File: src/rtl/module_mem_arbiter_pkg.sv
`default_nettype none
// ============================================================================
// Module      : module_mem_arbiter_pkg
// Description : Shared types and widths for the unified-memory arbiter.
// Revision    : 1.0 - initial release
// ============================================================================
package module_mem_arbiter_pkg;

  localparam int ADDR_W = 32;
  localparam int DATA_W = 32;

  // Owner of the single memory port
  typedef enum logic [1:0] {
    IDLE    = 2'd0,
    IF_BUSY = 2'd1,
    DM_BUSY = 2'd2
  } state_t;

endpackage
`default_nettype wire

File: src/rtl/module_wait_counter.sv
`default_nettype none
// ============================================================================
// Module      : module_wait_counter
// Description : 8-bit saturating wait counter with synchronous clear and
//               count enable; flags the increment that reaches LIMIT.
// Revision    : 1.0 - initial release
// ============================================================================
module module_wait_counter #(
  parameter int LIMIT = 255
) (
  input  logic clk,
  input  logic rst_n,
  input  logic clr,
  input  logic en,
  output logic reached
);

  localparam logic [7:0] LAST = 8'(LIMIT - 1);

  logic [7:0] count;

  // Count enabled cycles, holding at all-ones instead of wrapping
  always_ff @(posedge clk or negedge rst_n) begin
    if (!rst_n) begin
      count <= 8'd0;
    end else if (clr) begin
      count <= 8'd0;
    end else if (en && (count != 8'hFF)) begin
      count <= count + 8'd1;
    end
  end

  // High in the cycle whose increment brings the count up to LIMIT
  assign reached = en && (count == LAST);

endmodule
`default_nettype wire

File: src/rtl/module_mem_arbiter.sv
`default_nettype none
// ============================================================================
// Module      : module_mem_arbiter
// Description : Single-port memory arbiter between fetch and memory stage.
//               Data access has fixed priority, fetch data may be discarded
//               by a flush, and a sticky error flags a silent memory.
// Revision    : 1.0 - initial release
// ============================================================================
module module_mem_arbiter
  import module_mem_arbiter_pkg::*;
#(
  parameter int TIMEOUT = 255
) (
  input  logic              clk_i,
  input  logic              rst_i,
  input  logic              if_req_i,
  input  logic [ADDR_W-1:0] if_addr_i,
  input  logic              if_flush_i,
  output logic [DATA_W-1:0] if_rdata_o,
  output logic              if_valid_o,
  input  logic              dm_req_i,
  input  logic              dm_we_i,
  input  logic [ADDR_W-1:0] dm_addr_i,
  input  logic [DATA_W-1:0] dm_wdata_i,
  output logic [DATA_W-1:0] dm_rdata_o,
  output logic              dm_valid_o,
  output logic              mem_req_o,
  output logic              mem_we_o,
  output logic [ADDR_W-1:0] mem_addr_o,
  output logic [DATA_W-1:0] mem_wdata_o,
  input  logic [DATA_W-1:0] mem_rdata_i,
  input  logic              mem_ack_i,
  output logic              stall_if_o,
  output logic              stall_mem_o,
  output logic              err_o
);

  state_t state;
  state_t next_state;
  logic   discard;
  logic   busy;
  logic   if_pending;
  logic   dm_pending;
  logic   if_drop;
  logic   timeout_hit;

  // A requester whose valid pulse is out this cycle is already served
  assign if_pending = if_req_i & ~if_valid_o;
  assign dm_pending = dm_req_i & ~dm_valid_o;
  assign busy       = (state != IDLE);
  assign mem_req_o  = busy;
  // A flush arriving together with the ack still cancels the fetch
  assign if_drop    = discard | if_flush_i;

  // Stall requests; a core held in reset sees none
  assign stall_if_o  = rst_i & if_pending;
  assign stall_mem_o = rst_i & dm_pending;

  module_wait_counter #(
    .LIMIT (TIMEOUT)
  ) u_wait_counter (
    .clk     (clk_i),
    .rst_n   (rst_i),
    .clr     (~busy),
    .en      (busy & ~mem_ack_i),
    .reached (timeout_hit)
  );

  // State register
  always_ff @(posedge clk_i or negedge rst_i) begin
    if (!rst_i) begin
      state <= IDLE;
    end else begin
      state <= next_state;
    end
  end

  // Next state: data side wins in IDLE, busy states wait for the ack
  always_comb begin
    next_state = state;
    unique case (state)
      IDLE: begin
        if (dm_pending) begin
          next_state = DM_BUSY;
        end else if (if_pending) begin
          next_state = IF_BUSY;
        end
      end
      IF_BUSY, DM_BUSY: begin
        if (mem_ack_i) begin
          next_state = IDLE;
        end
      end
      default: next_state = IDLE;
    endcase
  end

  // Request latching, response capture, discard flag and sticky error
  always_ff @(posedge clk_i or negedge rst_i) begin
    if (!rst_i) begin
      mem_we_o    <= 1'b0;
      mem_addr_o  <= '0;
      mem_wdata_o <= '0;
      if_rdata_o  <= '0;
      if_valid_o  <= 1'b0;
      dm_rdata_o  <= '0;
      dm_valid_o  <= 1'b0;
      discard     <= 1'b0;
      err_o       <= 1'b0;
    end else begin
      if_valid_o <= 1'b0;
      dm_valid_o <= 1'b0;
      unique case (state)
        IDLE: begin
          if (dm_pending) begin
            mem_we_o    <= dm_we_i;
            mem_addr_o  <= dm_addr_i;
            mem_wdata_o <= dm_wdata_i;
          end else if (if_pending) begin
            mem_we_o   <= 1'b0;
            mem_addr_o <= if_addr_i;
          end
        end
        IF_BUSY: begin
          if (mem_ack_i) begin
            if (!if_drop) begin
              if_valid_o <= 1'b1;
              if_rdata_o <= mem_rdata_i;
            end
            discard <= 1'b0;
          end else if (if_flush_i) begin
            discard <= 1'b1;
          end
        end
        DM_BUSY: begin
          if (mem_ack_i) begin
            dm_valid_o <= 1'b1;
            dm_rdata_o <= mem_we_o ? '0 : mem_rdata_i;
          end
        end
        default: ;
      endcase
      if (timeout_hit) begin
        err_o <= 1'b1;
      end
    end
  end

endmodule
`default_nettype wire

File: config.mk
export PLATFORM = sky130hd
export DESIGN_NAME = module_mem_arbiter
export DESIGN_NICKNAME = d
export VERILOG_FILES = /design/src/rtl/module_mem_arbiter_pkg.sv /design/src/rtl/module_wait_counter.sv /design/src/rtl/module_mem_arbiter.sv
export SDC_FILE = /design/constraint.sdc
export NUM_CORES = 1
export LEC_CHECK = 0
export CAP_MARGIN = 10
export CORE_AREA = 2 2 124 126
export CTS_BUF_LIST = sky130_fd_sc_hd__clkbuf_16
export DETAILED_ROUTE_END_ITERATION = 8
export DIE_AREA = 0 0 126 128
export GPL_ROUTABILITY_DRIVEN = 0
export GPL_TIMING_DRIVEN = 0
export MAX_ROUTING_LAYER = met4
export PLACE_DENSITY = 0.78
export SLEW_MARGIN = 25
export SYNTH_ARGS = -nofsm -noshare
export SYNTH_HDL_FRONTEND = slang
export SYNTH_SLANG_ARGS = --single-unit
File: constraint.sdc
create_clock -name clk_i -period 2.1 [get_ports clk_i]
set_input_delay 0.21 -clock clk_i [delete_from_list [all_inputs] [get_ports clk_i]]
set_output_delay 0.21 -clock clk_i [all_outputs]
set_load 0.02 [all_outputs]
==> impl_metrics.tcl, run 1 <==
set metrics [dict create \
    outcome "finished, violations left" \
    violations "negative hold slack" \
    wl_met1_mm 6.85 \
    ir_drop_mv 0.752 \
    async_flop_share_pct 100 \
    syn_nets 602 \
    rows 45 \
    worstPathArrival_ns 1.83 \
    highest_layer "met4" \
    antennaDiodeCount 0 \
    regToRegSetupSlack_ns 0.20 \
    final_cell_area_um2 9760 \
    maxCapViolCount 0 \
    grt_pass1_wl_mm 27.2 \
    path_clk_slew_ns 0.06 \
    final_cell_mix "clkdlybuf4s50_1, dfrtp_1, mux2_2, nand2_1, o21ai_0" \
    setup_viol 0 \
    power_w 0.0149 \
    synth_edf_count 0 \
    drc 0 \
    fin_crit_sh_pct 97.0 \
    reg2reg_to "if_rdata_o[17]" \
    startpoint "if_valid_o" \
    netlist_instances 462 \
    first_pass_iters 4 \
    dp_hpwl_mm 13.1 \
    wl_per_cell_um 18.3 \
    area_growth_pct 56.2 \
    tightest_slew_ns 0.590 \
    leakage_nw 4.27 \
    rsz0062_at_grt "false" \
    drive_gt1_share_pct 23.2 \
    core_area_um2 14900 \
    maxSlewHeadroom_pct 60.6 \
    cts_sinks 143 \
    cts_buffer_depth 2 \
    die_x_um 126 \
    r2r_cells 6 \
    post_cts_buffers 0 \
    synth_seq_cells 143 \
    htreeDepth 4 \
    worst_clock_skew_ns 0.00802 \
    hold_viol 67 \
    initial_utilization_pct 42.0 \
    root_buffer "clkbuf_16" \
    cp-start-kind "flop" \
    worstPathRequired_ns 1.89 \
    dr_wl_met2_mm 8.76 \
    layout.nets 890 \
    route.detailed.vias_per_inst 4.94 \
    slew_violations 0 \
    worst-setup-path-type "reg -> out" \
    powerDensity_nw_per_um2 1530 \
    vias 4689 \
    antenna_found_initial 0 \
    path_max_fanout 4 \
    synth_seq_area_share_pct 57.3 \
    yosysUniqueCellTypes 38 \
    avgSynthCellArea_um2 13.5 \
    synth_area_um2 6250 \
    drt_iter0_drc 174 \
    grt_pass1_vias 5195 \
    rr_startpoint "state[1]" \
    worstHoldPathType "in -> async" \
    die_h_um 128 \
    final_common_cell "clkdlybuf4s50_1" \
    synth-main-ff-cell "dfrtp_1" \
    clock.fmax_ghz 0.491 \
    cts_tree "yes" \
    dieArea_um2 16100 \
    clk_latency_ns 0.41 \
    cts_buffers 17 \
    grt_start_max_net_pins 77 \
    num-fill-cells 1111 \
    critPathCaptureType "output port" \
    ios 270 \
    grt.total_usage_pct 22.4 \
    placed_area_um2 9200 \
    drt_wl_total_mm 17.4 \
    place.port_buffers 268 \
    ant_nets 0 \
    period_minus_slack_ns 2.04 \
    yosysWarnings 0 \
    wl_met3_mm 1.47 \
    placed_cells 919 \
    whs_ns -0.249 \
    final_cells 950 \
    grt_overflow 0 \
]
[flip-flops by register name (all words and copies together), names as in the netlist]
register	count
err_o	1
if_rdata_o	32
u_wait_counter.count	8
if_valid_o	1
dm_valid_o	1
mem_we_o	1
discard	1
dm_rdata_o	32
mem_wdata_o	32
state	2
mem_addr_o	32
[critical path, stage by stage (launching register included)]
cell             delay (ns)
dfrtp_1                0.37
nor2b_1                0.27
and2_1                 0.18
clkdlybuf4s50_1        0.60
[repair_timing]
action / 4_1_cts / 5_1_grt
endpoints found under the hold margin: 67 / 67
setup endpoints to repair: 1 / 0
gates resized for setup: 1 / 0
[through the flow]
| step | util (%) | worst slack [ns] | setup TNS (ns) |
|---|---|---|---|
| after global routing | 65.7 | 0.00165 | 0 |
| after detailed placement | 61.9 | 0.152 | 0 |
| final | 65.7 | 0.0632 | 0 |
| after CTS | 65.7 | 0.0361 | 0 |
| after global placement | 61.7 | -4.76 | -687.69 |
| after floorplan | - | 0.500 | 0 |
[power by group]
| group | leakage [nW] | switching [W] | internal (W) |
|---|---|---|---|
| Combinational | 2.21 | 0.00345 | 0.00382 |
| Sequential | 1.76 | 0.000720 | 0.00401 |
| Clock | 0.297 | 0.00108 | 0.00182 |
| Total | 4.27 | 0.00525 | 0.00965 |
[final cells by class]
cell class / count / area (um2) / area share, %
inverter: 8 / 30.0 / 0.308
multi-input combinational: 282 / 2400 / 24.6
sequential: 143 / 3580 / 36.7
clock inverter: 14 / 138 / 1.41
clock buffer: 17 / 425 / 4.36
tap: 188 / 235 / 2.41
buffer: 29 / 235 / 2.41
timing repair buffer: 269 / 2710 / 27.8
[synth_stat cells, types with 5 or more instances]
| master | number | area, um2 |
|---|---|---|
| dfrtp_1 | 143 | 3580 |
| nand2_1 | 70 | 263 |
| buf_6 | 9 | 101 |
| o21ai_0 | 33 | 165 |
| buf_2 | 5 | 25.0 |
| ha_1 | 5 | 62.6 |
| clkbuf_1 | 9 | 33.8 |
| a21oi_1 | 6 | 30.0 |
| inv_1 | 8 | 30.0 |
| mux2_2 | 101 | 1140 |
| mux2_4 | 29 | 435 |
[cell families (layout without fill, tap and decap cells)]
logic type               count (synthesis)  after routing  synth area share, %
AO/OA/AOI/OAI                           53             53                 5.33
flip-flops                             143            143                 57.3
adder cells (fa/ha/maj)                  5              5                 1.00
multiplexers                           131            131                 25.4
AND/OR/NAND/NOR                         93             93                 6.81
buffers and inverters                   37            337                 4.25
[how the worst max path moves through the flow]
stage               slack, ns         endpoint  cells past startpoint
floorplan                0.50   if_rdata_o[10]                      6
global placement        -4.76   mem_addr_o[14]                      1
detailed placement       0.15  mem_wdata_o[26]                      5
CTS                      0.04       stall_if_o                      3
global route            0.002       stall_if_o                      3
finish                   0.06       stall_if_o                      3
[routing by layer]
layer / vias up / global-route usage [%]
met5: - / -
met4: 0 / 6.85
met3: 27 / 7.72
met2: 216 / 38.0
met1: 2265 / 25.2
li1: 2181 / -
Note: power is estimated with default switching activity, not from simulation.
==> run 2, diff against run 1 <==
- clock period: 2.1 -> 2.26 ns (I/O delays scaled with it)
==> run 2 against run 1 <==
Effect of this change: the flow still finishes with violations (negative hold slack); clock-buffer cell count unchanged; setup slack improved by 0.082 ns; via count unchanged.
==> impl_metrics.tcl, run 2 (synthesized netlist as in run 1, its figures left out) <==
set metrics [dict create \
    outcome "finished, violations left" \
    violations "negative hold slack" \
    dp_hpwl_mm 13.1 \
    tightest_slew_ns 0.590 \
    antenna_found_initial 0 \
    powerDensity_nw_per_um2 1420 \
    path_clk_slew_ns 0.06 \
    ant_nets 0 \
    die_x_um 126 \
    die_h_um 128 \
    first_pass_iters 4 \
    cp-start-kind "flop" \
    initial_utilization_pct 42.0 \
    multi_input_area_um2 2400 \
    grt_pass1_wl_mm 27.2 \
    cts_tree "yes" \
    num-fill-cells 1110 \
    core_area_um2 14900 \
    seq_area_um2 3580 \
    worstHoldPathType "in -> async" \
    grt_overflow 0 \
    worst-setup-path-type "reg -> out" \
    path_max_fanout 7 \
    cts_buffers 17 \
    period_minus_slack_ns 2.11 \
    leakage_nw 4.27 \
    whs_ns -0.233 \
    rsz0062_at_grt "false" \
    cts_buffer_depth 2 \
    grt_pass1_vias 5195 \
    drive_gt1_share_pct 23.2 \
    worstPathArrival_ns 1.89 \
    place.port_buffers 268 \
    root_buffer "clkbuf_16" \
    drt_iter0_drc 174 \
    route.detailed.vias_per_inst 4.94 \
    setup_viol 0 \
    grt_start_max_net_pins 77 \
    critPathCaptureType "output port" \
    final_cell_mix "clkdlybuf4s50_1, dfrtp_1, mux2_2, nand2_1, o21ai_0" \
    final_common_cell "clkdlybuf4s50_1" \
    worst_clock_skew_ns 0.00802 \
    wl_per_cell_um 18.3 \
    cts_resized 0 \
    area_growth_pct 56.2 \
    placed_cells 919 \
    maxCapViolCount 0 \
    drt_wl_total_mm 17.4 \
    slew_violations 0 \
    grt.total_usage_pct 22.4 \
    layout.nets 890 \
    htreeDepth 4 \
    vias 4689 \
    drc 0 \
    dieArea_um2 16100 \
    ir_drop_mv 0.699 \
    maxSlewHeadroom_pct 60.6 \
    clk_latency_ns 0.41 \
    hold_viol 67 \
    worstPathRequired_ns 2.03 \
    fin_crit_sh_pct 93.6 \
    fin_util_pct 65.7 \
    cts_sinks 143 \
    antennaDiodeCount 0 \
    final_cells 950 \
    ios 270 \
    rows 45 \
    clock.fmax_ghz 0.473 \
]
==> run 2: area by class of cell <==
class | count | share of cell area, %
clock buffer | 17 | 4.36
tap | 188 | 2.41
clock inverter | 14 | 1.41
sequential | 143 | 36.7
multi-input combinational | 282 | 24.6
buffer | 29 | 2.41
timing repair buffer | 269 | 27.8
inverter | 8 | 0.308
==> run 2: what timing repair did <==
| item | 4_1_cts | 5_1_grt |
|---|---|---|
| setup endpoints to repair | 0 | 0 |
| setup buffers | 0 | 0 |
| endpoints found under the hold margin | 67 | 67 |
==> run 2: worst paths after layout <==
kind,from,endpoint,slack [ns],cells after the start
worst max-delay path,state[0],mem_req_o,0.15,4
worst min-delay path,rst_i,if_rdata_o[0],-0.23,1
worst max register to register,state[1],if_rdata_o[17],0.36,6
worst min register to register,dm_rdata_o[15],dm_rdata_o[15],0.48,2
max in group asynchronous,rst_i,if_rdata_o[18],1.72,2
min in group clk_i,mem_ack_i,discard,0.09,2
==> run 2: critical path, cell delays in order, from the launching register on <==
cell,delay (ns)
dfrtp_1,0.37
inv_1,0.07
ha_1,0.28
inv_1,0.14
clkdlybuf4s50_1,0.61
==> run 2: per-layer routing <==
| layer | wire [um] | part of all wire, % | global-route usage (%) | vias up |
|---|---|---|---|---|
| met4 | 279 | 1.6 | 6.85 | 0 |
| met1 | 6850 | 39 | 25.2 | 2265 |
| met5 | 0 | 0 | - | - |
| met2 | 8760 | 50 | 38.0 | 216 |
| met3 | 1470 | 8.5 | 7.72 | 27 |
| li1 | - | - | - | 2181 |
==> run 2: power breakdown <==
part	switching (W)	total [W]	internal (W)	leakage (nW)
clock network	0.00101	0.00270	0.00169	0.297
registers	0.000669	0.00439	0.00372	1.76
logic	0.00320	0.00676	0.00356	2.21
total	0.00488	0.0139	0.00898	4.27
==> run 2: metrics by stage <==
step / setup WS [ns] / area [um2] / setup TNS, ns / total power (W) / hold slack, ns
after global routing: 0.0474 / 9760 / 0 / 0.0146 / -0.205
after floorplan: 0.660 / 6250 / 0 / 0.00794 / -0.0696
final: 0.146 / 9760 / 0 / 0.0139 / -0.233
after CTS: 0.115 / 9760 / 0 / 0.0140 / -0.229
after detailed placement: 0.296 / 9200 / 0 / 0.0112 / 0.221
after global placement: -4.62 / 9170 / -666.84 / 0.0110 / 0.463
